===== config.mk =====
export PLATFORM = sky130hd
export DESIGN_NAME = arbitro_ula
export DESIGN_NICKNAME = d
export VERILOG_FILES = /design/src/rtl/arbitro_ula_pkg.sv /design/src/rtl/seletor_rr.sv /design/src/rtl/arbitro_ula.sv
export SDC_FILE = /design/constraint.sdc
export NUM_CORES = 1
export LEC_CHECK = 0
export CAP_MARGIN = 20
export CORE_MARGIN = 2
export CORE_UTILIZATION = 39
export CTS_BUF_LIST = sky130_fd_sc_hd__clkbuf_4 sky130_fd_sc_hd__clkbuf_8 sky130_fd_sc_hd__clkbuf_16
export DETAILED_ROUTE_END_ITERATION = 16
export PLACE_DENSITY = 0.87
export SLEW_MARGIN = 25
export SYNTH_ARGS = -nofsm -noshare
export SYNTH_HDL_FRONTEND = slang
export SYNTH_SLANG_ARGS = --single-unit

===== constraint.sdc =====
create_clock -name clock -period 1.5 [get_ports clock]
set_input_delay 0.3 -clock clock [delete_from_list [all_inputs] [get_ports clock]]
set_output_delay 0.3 -clock clock [all_outputs]
set_load 0.02 [all_outputs]

===== src/rtl/arbitro_ula_pkg.sv =====
// Shared definitions for the two-requester arbiter in front of an external ULA.
package arbitro_ula_pkg;

    localparam int unsigned DATA_W = 8;
    localparam int unsigned OP_W   = 2;
    localparam int unsigned CNT_W  = 5;

    typedef enum logic [1:0] {
        StOcioso   = 2'd0,
        StExecuta  = 2'd1,
        StResponde = 2'd2
    } estado_t;

endpackage


===== src/rtl/seletor_rr.sv =====
// Two-way round-robin selector: the pointer only matters when both requests are high.
module seletor_rr (
    input  logic req0_i,
    input  logic req1_i,
    input  logic ptr_i,
    output logic valido_o,
    output logic vencedor_o
);

    always_comb begin
        valido_o   = req0_i | req1_i;
        vencedor_o = (req0_i & req1_i) ? ptr_i : req1_i;
    end

endmodule


===== src/rtl/arbitro_ula.sv =====
// Arbitrates two requesters onto one external ULA, one transaction at a time,
// registering the result and returning it with a Done pulse to the winner.
module arbitro_ula
    import arbitro_ula_pkg::*;
#(
    parameter int unsigned ESPERA = 0
) (
    input  logic              clock,
    input  logic              reset,
    input  logic              Req0,
    input  logic              Req1,
    input  logic [OP_W-1:0]   Op0,
    input  logic [OP_W-1:0]   Op1,
    input  logic [DATA_W-1:0] A0,
    input  logic [DATA_W-1:0] B0,
    input  logic [DATA_W-1:0] A1,
    input  logic [DATA_W-1:0] B1,
    output logic              Gnt0,
    output logic              Gnt1,
    output logic              Done0,
    output logic              Done1,
    output logic [DATA_W-1:0] Entrada1,
    output logic [DATA_W-1:0] Entrada2,
    output logic [OP_W-1:0]   ALUOp,
    input  logic [DATA_W-1:0] Resultado,
    input  logic              Zero,
    output logic [DATA_W-1:0] ResultadoOut,
    output logic              ZeroOut,
    output logic              Ocupado
);

    // The first EXECUTA cycle carries the grant pulse; ESPERA+1 counted cycles follow it.
    localparam logic [CNT_W-1:0] ULTIMO = CNT_W'(ESPERA + 1);

    estado_t           estado_q, estado_d;
    logic              ptr_q, ptr_d;
    logic              vencedor_q, vencedor_d;
    logic [CNT_W-1:0]  cnt_q, cnt_d;
    logic [OP_W-1:0]   op_q, op_d;
    logic [DATA_W-1:0] a_q, a_d;
    logic [DATA_W-1:0] b_q, b_d;
    logic [1:0]        gnt_q, gnt_d;
    logic [DATA_W-1:0] res_q, res_d;
    logic              zero_q, zero_d;

    logic sel_valido;
    logic sel_vencedor;

    seletor_rr u_seletor_rr (
        .req0_i     (Req0),
        .req1_i     (Req1),
        .ptr_i      (ptr_q),
        .valido_o   (sel_valido),
        .vencedor_o (sel_vencedor)
    );

    always_comb begin
        estado_d   = estado_q;
        ptr_d      = ptr_q;
        vencedor_d = vencedor_q;
        cnt_d      = cnt_q;
        op_d       = op_q;
        a_d        = a_q;
        b_d        = b_q;
        gnt_d      = 2'b00;
        res_d      = res_q;
        zero_d     = zero_q;
        unique case (estado_q)
            StOcioso: begin
                if (sel_valido) begin
                    vencedor_d = sel_vencedor;
                    op_d       = sel_vencedor ? Op1 : Op0;
                    a_d        = sel_vencedor ? A1 : A0;
                    b_d        = sel_vencedor ? B1 : B0;
                    gnt_d      = sel_vencedor ? 2'b10 : 2'b01;
                    cnt_d      = '0;
                    estado_d   = StExecuta;
                end
            end
            StExecuta: begin
                if (cnt_q == ULTIMO) begin
                    res_d    = Resultado;
                    zero_d   = Zero;
                    estado_d = StResponde;
                end else begin
                    cnt_d = cnt_q + 1'b1;
                end
            end
            StResponde: begin
                ptr_d    = ~vencedor_q;
                cnt_d    = '0;
                estado_d = StOcioso;
            end
            default: estado_d = StOcioso;
        endcase
    end

    always_ff @(posedge clock or posedge reset) begin
        if (reset) begin
            estado_q   <= StOcioso;
            ptr_q      <= 1'b0;
            vencedor_q <= 1'b0;
            cnt_q      <= '0;
            op_q       <= '0;
            a_q        <= '0;
            b_q        <= '0;
            gnt_q      <= 2'b00;
            res_q      <= '0;
            zero_q     <= 1'b0;
        end else begin
            estado_q   <= estado_d;
            ptr_q      <= ptr_d;
            vencedor_q <= vencedor_d;
            cnt_q      <= cnt_d;
            op_q       <= op_d;
            a_q        <= a_d;
            b_q        <= b_d;
            gnt_q      <= gnt_d;
            res_q      <= res_d;
            zero_q     <= zero_d;
        end
    end

    always_comb begin
        Gnt0         = gnt_q[0];
        Gnt1         = gnt_q[1];
        Done0        = (estado_q == StResponde) && !vencedor_q;
        Done1        = (estado_q == StResponde) && vencedor_q;
        Ocupado      = (estado_q != StOcioso);
        Entrada1     = '0;
        Entrada2     = '0;
        ALUOp        = '0;
        if (estado_q != StOcioso) begin
            Entrada1 = a_q;
            Entrada2 = b_q;
            ALUOp    = op_q;
        end
        ResultadoOut = res_q;
        ZeroOut      = zero_q;
    end

endmodule


# Yosys cells after proc, flatten, opt, wreduce, memory -nomap -nowiden
# Cells that the tools add are included.
[totals]
reg_bits = 38
in_bits = 49
wordCells = 46
[op_classes]
add_sub_neg = 1
eq_ne = 6
mux = 16
bitwise_logic = 3
reduce_logical = 10
[ops]
columns = ["op", "count"]
rows = [
  ["$mux 8", 4],
  ["$pmux 5 s3", 1],
  ["$mux 2", 7],
  ["$mux 5", 2],
  ["$ne 2x2->1 const B", 3],
  ["$reduce_and 2->1", 3],
  ["$add 5x1->5 const B", 1],
  ["$eq 5x1->1 const B", 1],
  ["$pmux 2 s2", 1],
  ["$reduce_and 3->1", 1],
  ["$reduce_bool 3->1", 1],
  ["$eq 2x1->1 const B", 1],
  ["$eq 2x2->1 const B", 1],
  ["$logic_and 1x1->1", 2],
  ["$logic_not 2->1", 1],
  ["$reduce_bool 2->1", 1],
  ["$and 1x1->1", 1],
  ["$logic_not 1->1", 1],
  ["$mux 1", 1],
  ["$not 1->1", 1],
  ["$or 1x1->1", 1],
]

# Logic depth before layout (Yosys ltp)
[logic_depth]
depth_word = 5
ltp_mapped = 6

# By module
# Synthesis repeated with hierarchy kept, for this count alone.
[unflattened]
cells_unflattened = 178
hier_area_um2 = 1903.1
[modules_own_cells]
columns = ["module", "instances", "cells_per_inst", "area_per_inst_um2", "seq_area_each_um2"]
rows = [
  ["arbitro_ula", 1, 175, 1885.6, 950.9],
  ["seletor_rr", 1, 3, 17.5, 0.0],
]

# Least setup slack after synthesis
# No wires, ideal clock.
[synth_timing]
path_kind = "reg-to-reg"
startpoint = "register cnt_q[1]"
endpoint = "register res_q[0] (netlist: ResultadoOut[0])"
setup_ns = 0.125
arrival_time_ns = 1.403
t_required_ns = 1.375
path_slack_ns = -0.028
path_stages_with_launch = 7
path_buffers = 1
period_less_slack_ns = 1.528
path_cell_list = "dfrtp_1 inv_1 ha_1 nor4b_4 nand2b_2 buf_6 mux2_4"
[synth_between]
elab_chain_cells = 2
[synth_lines]
columns = ["item", "line", "text"]
rows = [
  ["from (decl)", "arbitro_ula.sv:38", "logic [CNT_W-1:0] cnt_q, cnt_d;"],
  ["from (signal assigned)", "arbitro_ula.sv:114", "cnt_q <= cnt_d;"],
  ["$eq 5x1->1", "arbitro_ula.sv:81", "if (cnt_q == ULTIMO) begin"],
  ["$reduce_and 2->1 (no source line)", "--", ""],
  ["to (signal assigned)", "arbitro_ula.sv:119", "res_q <= res_d;"],
  ["to (decl)", "arbitro_ula.sv:43", "logic [DATA_W-1:0] res_q, res_d;"],
]
# Every way passes these cells.
# A chain may end at the register's enable or synchronous reset.

# Final worst setup path
[layout_timing]
startpoint = "register estado_q[0]"
endpoint = "output Done1"
[layout_between]
elab_chain_cells = 2
[layout_lines]
columns = ["item", "line", "text"]
rows = [
  ["from (decl)", "arbitro_ula.sv:35", "estado_t estado_q, estado_d;"],
  ["from (signal assigned)", "arbitro_ula.sv:100", "estado_q <= StOcioso;"],
  ["from (signal assigned)", "arbitro_ula.sv:111", "estado_q <= estado_d;"],
  ["$eq 2x2->1", "arbitro_ula.sv:128", "Done1 = (estado_q == StResponde) && vencedor_q;"],
  ["$logic_and 1x1->1", "arbitro_ula.sv:128", ""],
  ["to (decl)", "arbitro_ula.sv:21", "output logic Done1,"],
]
# Every way passes these cells.

==> results.md <==
* Seq pwr share at 24.9%
* CTS Buf Count at 5
* Yosys top cell area share at 48.10%
* Leakage power at 1.483 nW
* Vias in the first global route at 1997
* CP Buf/Inv Count at 2
* Worst path max stage delay at 0.43 ns
* Initial Util at 41.04%
* Worst path cell trace: buf_6 > nand2b_4 > nor2_4 > buf_6
* Crit end category: output pin
* Antenna-violating nets left at 0
* RSZ-0062 raised after global routing: yes
* Largest net degree at the start of global routing at 39
* Reg clk slew, reported paths at 0.08 ns
* Final hold violation count at 0
* Initial antenna violation count at 0
* Post-layout min period at 1.611 ns
* CP top delay family: flip-flops
* HPWL Detailed at 3949 um
* Vias at 2022
* Top cells by count, synth: dfrtp_1 (38), a21oi_1 (20), nand3_1 (20), nor2b_1 (19), o21ai_0 (19)
* Drc violations at 0
* CP max-delay cell: dfrtp_1
* Post-synth top area cell: dfrtp_1
* EDFF count, synth at 0
* PortBufs at 80
* Die Footprint at 5654 um^2
* Final Core Density at 68.52%
* Crit path DAT at 1.31 ns
* Count of different cell masters after synthesis at 34
* Row count at 25
* Wire length per cell at 16.04 um
* Net Count, Synth at 251
* Tightest Pin Transition at 0.2665 ns
* Gpl congestion at 0.8567
* Grt ovf at 0
* Maxcap violations at 0
* Rel. slew slack at 82.21%
* Failing checks: negative setup slack
* Final Max Slew Viols at 0
* F_max at 620.7 MHz
* Post-synth top flop: dfrtp_1
* Switching power total at 2.829 mW
* H-tree level count at 2
* Cell Pwr Density at 2179 nW/um^2
* Synth Register Bits at 38
* All-Layer GR Usage at 21.80%
* Maximum vdd drop at 1.215 mV
* Crit path max fanout at 3
* Critical Path RT at 1.20 ns
* Chip height at 75.20 um
* Crit path top cell by count: buf_6
* Setup TNS at -1.137 ns
* Pint at 4.363 mW
* Drt pass-1 iters at 4
* Core Area at 4817 um^2
* Skew-Pair Late Insertion Delay at 0.29 ns
* Worst min-delay path category: input pin to async pin
* Kind of critical path: flip-flop to output pin
* Yosys warns at 0
* First-pass GRT wire length at 9204 um
* # diodes at 0
* Synth Cell Area at 1977 um^2
* Sw Ratio at 39.33%
* Final worst slack at -0.1112 ns
* Vias per cell at 5.335
* Final #Nets at 362
* Outcome: finished with violations
* Final setup violation count at 20
* Die W at 75.20 um
* Initial DRC count at 103
* Clk pwr share at 14.5%
* TritonCTS Sinks at 38
* Most frequent cell after synthesis: dfrtp_1
* Final period utilization at 107.4%
* Maximum clock insertion buffer count at 2
* Root Buffer Master: clkbuf_8
* Avg Cell Area, Syn at 9.884 um^2
* Sequential area share after synthesis at 48.10%
* CTS tree: done
* CP Launch Type: flip-flop
* Ports at 81
* Synthesis-to-layout area growth at 66.96%
* Routed WL at 6078 um
* Post-Syn Instances at 200
* Share of post-route cells with drive strength above 1 at 30.45%
* Synth top area cells: dfrtp_1 (48%), mux2_4 (6.8%), nor2b_1 (6.0%)
* Power share of the combinational group at 60.6%
* Post-synth ARST share at 100.0%
* Clock Skew at 0.007654 ns
what timing repair did:
| action | in CTS | in global routing |
|---|---|---|
| hold buffers | 0 | 0 |
| pin swaps | 2 | 5 |
| buffers inserted | 8 | 2 |
| setup endpoints to repair | 41 | 53 |
| cloned | 2 | 0 |
| resized for setup | 109 | 28 |
cells in the final DEF (no fill, tap or decap), types with 5 or more instances in the layout:
cell type        Yosys  routed
clkbuf_8             0       5
mux2_4               9       9
buf_6                1      10
nor2b_1             19      18
clkdlybuf4s50_1      0      48
dfrtp_1             38      38
a31oi_1             18      17
buf_2                8       8
buf_4                0      39
a21oi_1             20      19
nand3_1             20      20
o21ai_0             19      19
dlygate4sd2_1        0      11
cell type report:
| type | count | area [um^2] |
|---|---|---|
| clock buffers | 5 | 68.82 |
| clock inverters | 3 | 68.82 |
| fillers | 390 | 1516 |
| inverters | 6 | 22.52 |
| multi-input cells | 140 | 1008 |
| flip-flops and latches | 38 | 950.9 |
| well taps | 67 | 83.83 |
| repair buffers | 120 | 1097 |
power by group through the flow:
| stage | sequential [mW] | combinational [mW] | clock [mW] |
|---|---|---|---|
| 5_1_grt | 1.85 | 4.67 | 1.11 |
| 2_1_floorplan | 1.91 | 2.07 | 0 |
| 4_1_cts | 1.77 | 4.23 | 1.06 |
| 6_report | 1.79 | 4.36 | 1.04 |
| 3_3_place_gp | 1.76 | 4.00 | 0 |
| 3_5_place_dp | 1.79 | 4.09 | 0 |
routing by layer:
layer | share of wire, % | wire length [um] | track usage, % | up-vias
li1 | - | - | - | 939
met1 | 40 | 2438 | 25.64 | 986
met2 | 52 | 3155 | 39.08 | 83
met3 | 6.2 | 374 | 4.953 | 14
met4 | 1.8 | 110 | 7.602 | 0
met5 | 0 | 0 | 0 | -
registers in the layout, summed over array words and instances, names as in the netlist:
signal and count:
estado_q 2, gnt_q 2, a_q 8, op_q 2, b_q 8, ptr_q 1
ZeroOut 1, cnt_q 5, ResultadoOut 8, vencedor_q 1
worst min-delay path, cell delays in order:
cell             delay (ns)
clkdlybuf4s50_1        0.39
inv_1                  0.09
buf_12                 0.23
worst paths after layout:
kind                                   end  cells after the start  slack (ns)            start
max                                  Done1                      4       -0.11      estado_q[0]
max in group asynchronous           a_q[6]                      3        0.95            reset
min reg2reg                ResultadoOut[3]                      1        0.52  ResultadoOut[3]
min                                 b_q[2]                      3        0.35            reset
max reg2reg                         a_q[2]                      7        0.02      estado_q[1]
min in group clock         ResultadoOut[3]                      1        0.52  ResultadoOut[3]
cells by family after synthesis:
logic type	share of synthesized area, %
AOI/OAI and AO/OA	18.23
xor gates and xnor gates	0.4431
adders and majority gates	1.266
buffers and inverters	5.253
DFF	48.10
muxes	7.342
and+or+nand+nor	19.37
metrics by stage:
| stage | setup WS, ns | instances | hold WS (ns) | power [mW] | area (um^2) |
|---|---|---|---|---|---|
| finish | -0.1112 | 379 | 0.3507 | 7.192 | 3301 |
| global route | -0.1607 | 379 | 0.3735 | 7.626 | 3301 |
| CTS | -0.1565 | 379 | 0.3522 | 7.060 | 3238 |
| detailed placement | -0.2089 | 361 | 0.4912 | 5.881 | 3053 |
| global placement | -0.1682 | 361 | 0.4887 | 5.765 | 3053 |
| floorplan | -0.02797 | 200 | 0.4485 | 3.979 | 1977 |
(Power assumes the default switching activity.)
